`src/rtl/imem_pkg.sv`:
```
// Shared constants for the loadable instruction memory: state encoding,
// RV32I opcode fields used to build the NOP word, and the word-address check.
package imem_pkg;

   typedef enum logic [1:0] {
      ST_CLEAR = 2'd0,
      ST_LOAD  = 2'd1,
      ST_RUN   = 2'd2
   } imem_state_t;

   localparam logic [6:0]  OPC_OP_IMM   = 7'b0010011;
   localparam logic [2:0]  F3_ADDI      = 3'b000;
   // addi x0,x0,0
   localparam logic [31:0] NOP_WORD_DEF = {12'h000, 5'd0, F3_ADDI, 5'd0, OPC_OP_IMM};

   // A byte address names a stored word when it is word-aligned and below depth words.
   function automatic logic word_addr_ok(input logic [31:0] addr, input logic [31:0] depth);
      return (addr[1:0] == 2'b00) && ((addr >> 2) < depth);
   endfunction

endpackage

```
`src/rtl/imem_ram.sv`:
```
// Instruction storage: one write port and one registered, enable-gated read port.
module imem_ram #(
   parameter int DEPTH = 64,
   parameter int XLEN  = 32,
   parameter int AW    = $clog2(DEPTH)
) (
   input  logic            i_clk,
   input  logic            i_we,
   input  logic [AW-1:0]   i_waddr,
   input  logic [XLEN-1:0] i_wdata,
   input  logic            i_re,
   input  logic [AW-1:0]   i_raddr,
   output logic [XLEN-1:0] o_rdata
);

   logic [XLEN-1:0] r_mem [DEPTH];
   logic [XLEN-1:0] r_rdata;

   // Read data is not reset; the fetch logic masks it until a real fetch completes.
   always_ff @(posedge i_clk) begin
      if (i_we) begin
         r_mem[i_waddr] <= i_wdata;
      end
      if (i_re) begin
         r_rdata <= r_mem[i_raddr];
      end
   end

   assign o_rdata = r_rdata;

endmodule

```
`src/rtl/imem_loadable.sv`:
```
// Loadable instruction memory: CLEAR fills with NOPs, LOAD accepts program words,
// RUN serves one-cycle registered fetches with fault reporting and stall hold.
module imem_loadable
   import imem_pkg::*;
#(
   parameter int              DEPTH    = 64,
   parameter int              XLEN     = 32,
   parameter logic [XLEN-1:0] NOP_WORD = XLEN'(NOP_WORD_DEF)
) (
   input  logic                   clk_50,
   input  logic                   rst,
   input  logic                   if_req,
   input  logic [31:0]            if_addr,
   input  logic                   if_stall,
   output logic [XLEN-1:0]        if_inst,
   output logic                   if_valid,
   output logic                   if_fault,
   input  logic                   ld_start,
   input  logic                   ld_we,
   input  logic [31:0]            ld_addr,
   input  logic [XLEN-1:0]        ld_data,
   input  logic                   ld_done,
   output logic [$clog2(DEPTH):0] ld_count,
   output logic [1:0]             mode
);

   localparam int AW = $clog2(DEPTH);

   imem_state_t     r_state;
   imem_state_t     w_state_nxt;
   logic [AW-1:0]   r_clr_cnt;
   logic [AW:0]     r_ld_count;
   logic            r_valid;
   logic            r_fault;
   logic            r_sel_mem;
   logic            w_ld_ok;
   logic            w_if_ok;
   logic            w_ld_acc;
   logic            w_run;
   logic            w_we;
   logic [AW-1:0]   w_waddr;
   logic [XLEN-1:0] w_wdata;
   logic [XLEN-1:0] w_rdata;

   assign w_run    = (r_state == ST_RUN);
   assign w_ld_ok  = word_addr_ok(ld_addr, 32'(DEPTH));
   assign w_if_ok  = word_addr_ok(if_addr, 32'(DEPTH));
   assign w_ld_acc = (r_state == ST_LOAD) && ld_we && w_ld_ok;

   // Single write port: the state alone selects between clear fill and load data.
   always_comb begin
      w_we    = 1'b0;
      w_waddr = r_clr_cnt;
      w_wdata = NOP_WORD;
      case (r_state)
         ST_CLEAR: w_we = ~rst;
         ST_LOAD: begin
            w_we    = w_ld_acc & ~rst;
            w_waddr = ld_addr[AW+1:2];
            w_wdata = ld_data;
         end
         default: w_we = 1'b0;
      endcase
   end

   always_comb begin
      w_state_nxt = r_state;
      case (r_state)
         ST_CLEAR: begin
            if (r_clr_cnt == AW'(DEPTH - 1)) w_state_nxt = ST_LOAD;
            else                             w_state_nxt = ST_CLEAR;
         end
         ST_LOAD: begin
            if (ld_done) w_state_nxt = ST_RUN;
            else         w_state_nxt = ST_LOAD;
         end
         ST_RUN: begin
            if (ld_start) w_state_nxt = ST_LOAD;
            else          w_state_nxt = ST_RUN;
         end
         default: w_state_nxt = ST_CLEAR;
      endcase
   end

   always_ff @(posedge clk_50) begin
      if (rst) begin
         r_state    <= ST_CLEAR;
         r_clr_cnt  <= '0;
         r_ld_count <= '0;
      end else begin
         r_state   <= w_state_nxt;
         r_clr_cnt <= (r_state == ST_CLEAR) ? r_clr_cnt + 1'b1 : '0;
         if ((r_state == ST_CLEAR) || (w_run && ld_start)) begin
            r_ld_count <= '0;
         end else if (w_ld_acc) begin
            r_ld_count <= r_ld_count + 1'b1;
         end else begin
            r_ld_count <= r_ld_count;
         end
      end
   end

   // Stall freezes both the flags and the RAM read register, so if_inst holds too.
   always_ff @(posedge clk_50) begin
      if (rst) begin
         r_valid   <= 1'b0;
         r_fault   <= 1'b0;
         r_sel_mem <= 1'b0;
      end else if (if_stall) begin
         r_valid   <= r_valid;
         r_fault   <= r_fault;
         r_sel_mem <= r_sel_mem;
      end else if (w_run && if_req) begin
         r_valid   <= 1'b1;
         r_fault   <= ~w_if_ok;
         r_sel_mem <= w_if_ok;
      end else begin
         r_valid   <= 1'b0;
         r_fault   <= 1'b0;
         r_sel_mem <= 1'b0;
      end
   end

   imem_ram #(
      .DEPTH (DEPTH),
      .XLEN  (XLEN),
      .AW    (AW)
   ) u_ram (
      .i_clk   (clk_50),
      .i_we    (w_we),
      .i_waddr (w_waddr),
      .i_wdata (w_wdata),
      .i_re    (~if_stall),
      .i_raddr (if_addr[AW+1:2]),
      .o_rdata (w_rdata)
   );

   assign if_inst  = r_sel_mem ? w_rdata : NOP_WORD;
   assign if_valid = r_valid;
   assign if_fault = r_fault;
   assign ld_count = r_ld_count;
   assign mode     = r_state;

endmodule

```
`config.mk`:
```
export PLATFORM = sky130hd
export DESIGN_NAME = imem_loadable
export DESIGN_NICKNAME = d
export VERILOG_FILES = /design/src/rtl/imem_pkg.sv /design/src/rtl/imem_ram.sv /design/src/rtl/imem_loadable.sv
export SDC_FILE = /design/constraint.sdc
export NUM_CORES = 2
export LEC_CHECK = 0
export BUFFER_PORTS_ARGS = -buffer_cell sky130_fd_sc_hd__buf_2
export CAP_MARGIN = 20
export CORE_ASPECT_RATIO = 0.7
export CORE_MARGIN = 5
export CORE_UTILIZATION = 40
export DETAILED_ROUTE_END_ITERATION = 12
export GPL_TIMING_DRIVEN = 1
export SLEW_MARGIN = 5
export SYNTH_ARGS = -nofsm -noshare
export SYNTH_HDL_FRONTEND = slang
export SYNTH_SLANG_ARGS = --single-unit
export TNS_END_PERCENT = 10
```
`constraint.sdc`:
```
create_clock -name clk_50 -period 4.5 [get_ports clk_50]
set_input_delay 0.9 -clock clk_50 [delete_from_list [all_inputs] [get_ports clk_50]]
set_output_delay 0.9 -clock clk_50 [all_outputs]
set_load 0.05 [all_outputs]
```
Yosys cells after proc, flatten, opt, wreduce, memory -nomap -nowiden:

Memory sizes are Yosys's and may differ from the RTL's. A register that Yosys moved wholly into a read port is not among the register bits.
Index checks and enable logic that the tools add are counted.

* bits in registers: 18
* bits in latches: 0
* bits in writable memories: 2048
* ROM bits: 0
* bits of input ports: 103
* word-level logic and storage cells: 44
* memories: 1

* $add $sub $neg: 2
* multiply operators: 0
* divide/modulo/power cells: 0
* $lt $le $gt $ge: 2
* equality and inequality tests: 3
* shifts and indexed selects: 0
* multiplexer cells: 13
* bitwise gates (word level): 4
* reductions and logical operators: 13

Memory list
* u_ram.r_mem: depth 64, width 32, read ports 1, clocked after Yosys merged registers in 1, wr ports 1, RTL line imem_ram.sv:16 `logic [XLEN-1:0] r_mem [DEPTH];`

Operators with widths (count)
* two-way mux 32 bit: 2
* less-than comparator 30 x 7 -> 1 bit, second input constant: 2
* adder 7 x 1 -> 7 bit, second input constant: 1
* adder 6 x 1 -> 6 bit, second input constant: 1
* equality test 6 bit, second input constant: 1
* logical AND 1 bit: 6
* logical NOT 2 bit: 3
* two-way mux 1 bit: 6
* two-way mux 6 bit: 1
* one-hot mux 2 bit (3 select lines): 1
* two-way mux 2 bit: 2
* OR reduction 2 bit: 2
* NOT 1 bit: 3
* equality test 2 x 1 -> 1 bit, second input constant: 1
* equality test 2 bit, second input constant: 1
* one-hot mux 1 bit (2 select lines): 1
* bitwise AND 1 bit: 1
* logical NOT 1 bit: 1
* logical OR 1 bit: 1

Longest topological paths before layout:

* depth in word-level cells: 7
* mapped depth: 9

Hierarchy:

From an unflattened synthesis, not the netlist that was laid out.

* cells, all modules: 3515
* area, all modules: 80323.3 um^2

By module, submodules not included
* imem_ram: times used 1, cells each 3324, area each 78835.6 um^2
* imem_loadable: times used 1, cells each 191, area each 1487.7 um^2

Worst setup path after synthesis:

No wires, ideal clock.

* kind: input to register
* start point: in ld_addr[1]
* end point: mem u_ram.r_mem[32][0], enable pin
* setup time: 421 ps
* arrival time: 3462 ps
* data required time: 4079 ps
* setup slack: 616 ps
* stages: 5
* buffers on the path: 0
* cell sequence: nor4b_1 > nand4_1 > o21ai_1 > nand3_1 > nor2_1

* longest elaborated chain between the ends: 7

Ends and longest elaborated chain
* start: declaration: RTL line imem_loadable.sv:20 `input logic [31:0] ld_addr,`
* logical NOT 2 bit: RTL line imem_pkg.sv:18 `return (addr[1:0] == 2'b00) && ((addr >> 2) < depth);`
* logical AND 1 bit: RTL line imem_pkg.sv:18
* logical AND 1 bit: RTL line imem_loadable.sv:48 `assign w_ld_acc = (r_state == ST_LOAD) && ld_we && w_ld_ok;`
* bitwise AND 1 bit: RTL line imem_loadable.sv:58 `w_we = w_ld_acc & ~rst;`
* one-hot mux 1 bit (2 select lines): RTL line imem_loadable.sv:55 `case (r_state)`
* two-way mux 1 bit: RTL line imem_ram.sv:21 `if (i_we) begin`
* two-way mux 1 bit (not written as such): RTL line imem_ram.sv:22 `r_mem[i_waddr] <= i_wdata;`
* end: declaration: RTL line imem_ram.sv:16

No other way between the ends.

Worst setup path after layout:

* start point: reg r_state[0] (netlist: mode[0])
* end point: mem u_ram.r_mem[57][25], enable pin

* longest elaborated chain between the ends: 7

Ends and longest elaborated chain
* start: declaration: RTL line imem_loadable.sv:29 `imem_state_t r_state;`
* start signal: assignment: RTL line imem_loadable.sv:91 `r_state <= w_state_nxt;`
* equality test 2 x 1 -> 1 bit: RTL line imem_loadable.sv:48, imem_loadable.sv:55
* logical AND 1 bit (2 in series): RTL line imem_loadable.sv:48
* bitwise AND 1 bit: RTL line imem_loadable.sv:58
* one-hot mux 1 bit (2 select lines): RTL line imem_loadable.sv:55
* two-way mux 1 bit: RTL line imem_ram.sv:21
* two-way mux 1 bit (not written as such): RTL line imem_ram.sv:22

Several ways; a longest one is shown, not always the timed one.

==> results.yml <==
run_status:
  status: "completed"
die:
  die_w_um: 544.9
  ios: 146
  dieArea_sq_um: 209500
  core_area_sq_um: 199200
  initial_core_util_pct: 40.22
  rows: 137
  die_h_um: 384.4
worst_hold_path:
  hold_class: "in -> reg"
synth:
  syn_area_sq_um: 80120
  synth_xor_xnor_area_share_pct: 0.07652
  ys_warn_count: 0
  synth-seq-cells: 2098
  postSynthAreaPerCell_sq_um: 22.46
  seq_area_frac_synth_pct: 78.41
  synth_cell_type_count: 50
  synth_fp_nets: 3672
  synth_flop_cell: "edfxtp_1"
  synth_edf_count: 2080
  synth_compound_area_share_pct: 2.538
  syn-instance-count: 3567
  synth.mux.area_fraction_pct: 15.41
  synth-async-reset-ratio_pct: 0
  synth_simple_gate_area_share_pct: 2.171
  synth_top_family_by_area: "multiplexers"
  synth_fa_ha_area_share_pct: 0.03123
power:
  power.internal_mw: 30.81
  switching_share_pct: 20.09
  p_switching_mw: 7.744
  power_frac_comb_pct: 3.4
  peakVddDrop_mv: 0.2706
  p_leak_nw: 33.25
  p_clk_share_pct: 41.5
  pwr-share-seq_pct: 55.2
  power_density_nw_per_um2: 418.1
layout:
  layout-drive-gt1-share_pct: 30.74
  multi_input_area_sq_um: 16730
  final-seq-area_sq_um: 62820
  fillCellCount: 16338
  fin_nets: 4024
  layout_commonest_cell: "edfxtp_1"
  layout_common_cells: "2080 x edfxtp_1, 491 x mux4_2, 194 x clkbuf_16"
  synthToLayoutAreaGrowth_pct: 15.09
timing:
  tightest_slew_ps: 1180
  setup_viol: 0
  slew_headroom_pct: 21.36
  skew_ps: 42.55
  setup_tns_ps: 0
  rsz0062_at_grt: "false"
  timing.final.ws_setup_ps: 576.7
  hold_viol_final: 0
  fmax_mhz: 254.9
  hold_slack_ps: 412.0
  finalCritPeriodShare_pct: 87.18
  fin_crit_ps: 3923
  slew_violations: 0
critical_path:
  critPathTopFamily: "simple AND/OR/NAND/NOR gates"
  worst-path-buf-inv: 2
  critical-path-slowest-cell: "nor2b_4"
  crit_path_cell_trace: "nor2b_4 > nand4_1 > o21ai_1 > nand3_1 > buf_4 > nor2_4 > buf_4"
  endpoint_kind: "flop"
  crit_path_max_incr_delay_ps: 740
  start_kind: "flop"
  critPathArrivalTime_ps: 4340
  path_max_fanout: 42
  worstPathRequired_ps: 4910
  path_class: "reg -> reg"
  cpMostUsedCell: "buf_4"
place:
  dp_hpwl_um: 123900
  pre_cts_ws_ps: 422.2
  gp_congestion: 0.7936
  port-buffer-count: 145
global_routing:
  grt_max_degree: 119
  grt_use_total_pct: 19.42
  grt_pass1_wl_um: 292000
  grt.overflow.total: 0
  grt_pass1_vias: 38695
  grt_antenna_before_repair: 5
detailed_routing:
  detail-route-antenna-nets: 0
  num_vias: 39479
  first_pass_iters: 5
  wl_um: 205900
  drc: 0
  wl_per_cell_um: 30.75
  viasPerCell: 5.896
  drt_iter0_drc: 4962
cts:
  holdBufCountCts: 0
  clock_path_buffers: 4
  cts_resized: 0
  cts.sinks: 2098
  cts_tree: "done"
  clkLatencyLatePin_ps: 820
  cts_buffers: 190
  cts_setup_buffers: 0
  clk_pin_slew_worst_paths_ps: 60
  h-tree-depth: 4
  clock-root-buffer: "clkbuf_16"
flow_run:
  drv_cap: 0
[tightest hold or removal path, stage by stage]
cell and delay (ps):
buf_2 130, nand2_1 60, a21oi_1 50
[cells in the mapped netlist, drive strengths merged (6+ instances only)]
master   number  area share [%]
dfxtp        18            0.45
nor3         19            0.12
o221ai       26            0.28
a211oi       11            0.10
and2         59            0.46
or3           6           0.047
o22a         18            0.20
a21oi        26            0.16
mux2         52            0.73
o211ai        9           0.084
nor2b         6           0.047
mux4        491              14
nand2        36            0.17
nor4         42            0.33
o22ai       153             1.2
inv           9           0.042
clkbuf       60            0.28
nand3        24            0.15
nand4         6           0.047
a221oi        8           0.087
o21ai        25            0.16
buf         134             1.0
nor2        111            0.52
nand2b       20            0.16
a2bb2oi       8           0.087
mux2i        70            0.87
edfxtp     2080              78
[power by group through the flow]
stage	clock network, mW	registers (mW)	logic (mW)
6_report	16.0	21.3	1.29
3_3_place_gp	0	21.7	1.30
3_5_place_dp	0	21.7	1.30
4_1_cts	16.2	21.3	1.31
5_1_grt	17.1	21.3	1.37
2_1_floorplan	0	21.7	0.788
[path summary, 6_finish.rpt]
path,from,cells after the start,end,slack (ps)
setup / recovery,mode[0],7,u_ram.r_mem[57][25],580
hold / removal,if_stall,3,if_fault,410
setup reg to reg,mode[0],7,u_ram.r_mem[57][25],580
hold reg to reg,if_fault,2,if_fault,480
[metrics by stage]
| stage | instances | area [sq um] | power [mW] | util [%] |
|---|---|---|---|---|
| after CTS | 6686 | 92010 | 38.80 | 46.19 |
| after detailed placement | 6359 | 86030 | 23.00 | 43.19 |
| after global placement | 6358 | 86010 | 23.00 | 43.18 |
| after floorplan | 3567 | 80120 | 22.46 | - |
| after global routing | 6695 | 92200 | 39.73 | 46.29 |
| final | 6696 | 92210 | 38.55 | 46.29 |
[layout make-up]
cell class | count | share of cell area, %
diodes | 1 | 0.002714
clock buffers | 233 | 5.424
clock inverters | 94 | 1.060
inverters | 9 | 0.03664
multi-input cells | 1266 | 18.15
flip-flops and latches | 2098 | 68.13
well taps | 2641 | 3.584
repair buffers | 354 | 3.612
[metal layers]
layer  routed length, um  GRT usage [%]  up-vias  share of wire (%)
met1               94420          31.46    21413                 46
met5                   0              0        -                  0
li1                    -              -    15930                  -
met3               18070          3.379      237                8.8
met4                3806          3.743        0                1.8
met2               89580          27.64     1899                 44
[cell families (layout without fill, tap and decap cells)]
logic type               count (synthesis)  after routing
buffers and inverters                  203            690
adder cells (fa/ha/maj)                  2              2
AO/OA/AOI/OAI                          301            301
XOR/XNOR                                 7              7
multiplexers                           613            613
flip-flops                            2098           2098
other                                    0              1
AND/OR/NAND/NOR                        343            343
[sequential cells by signal (all words and copies together), names as in the netlist]
register and flops:
u_ram.r_mem 2048, r_sel_mem 1, r_clr_cnt 6, mode 2, if_fault 1, ld_count 7
u_ram.o_rdata 32, if_valid 1
Power figures use the tool's default switching activity.
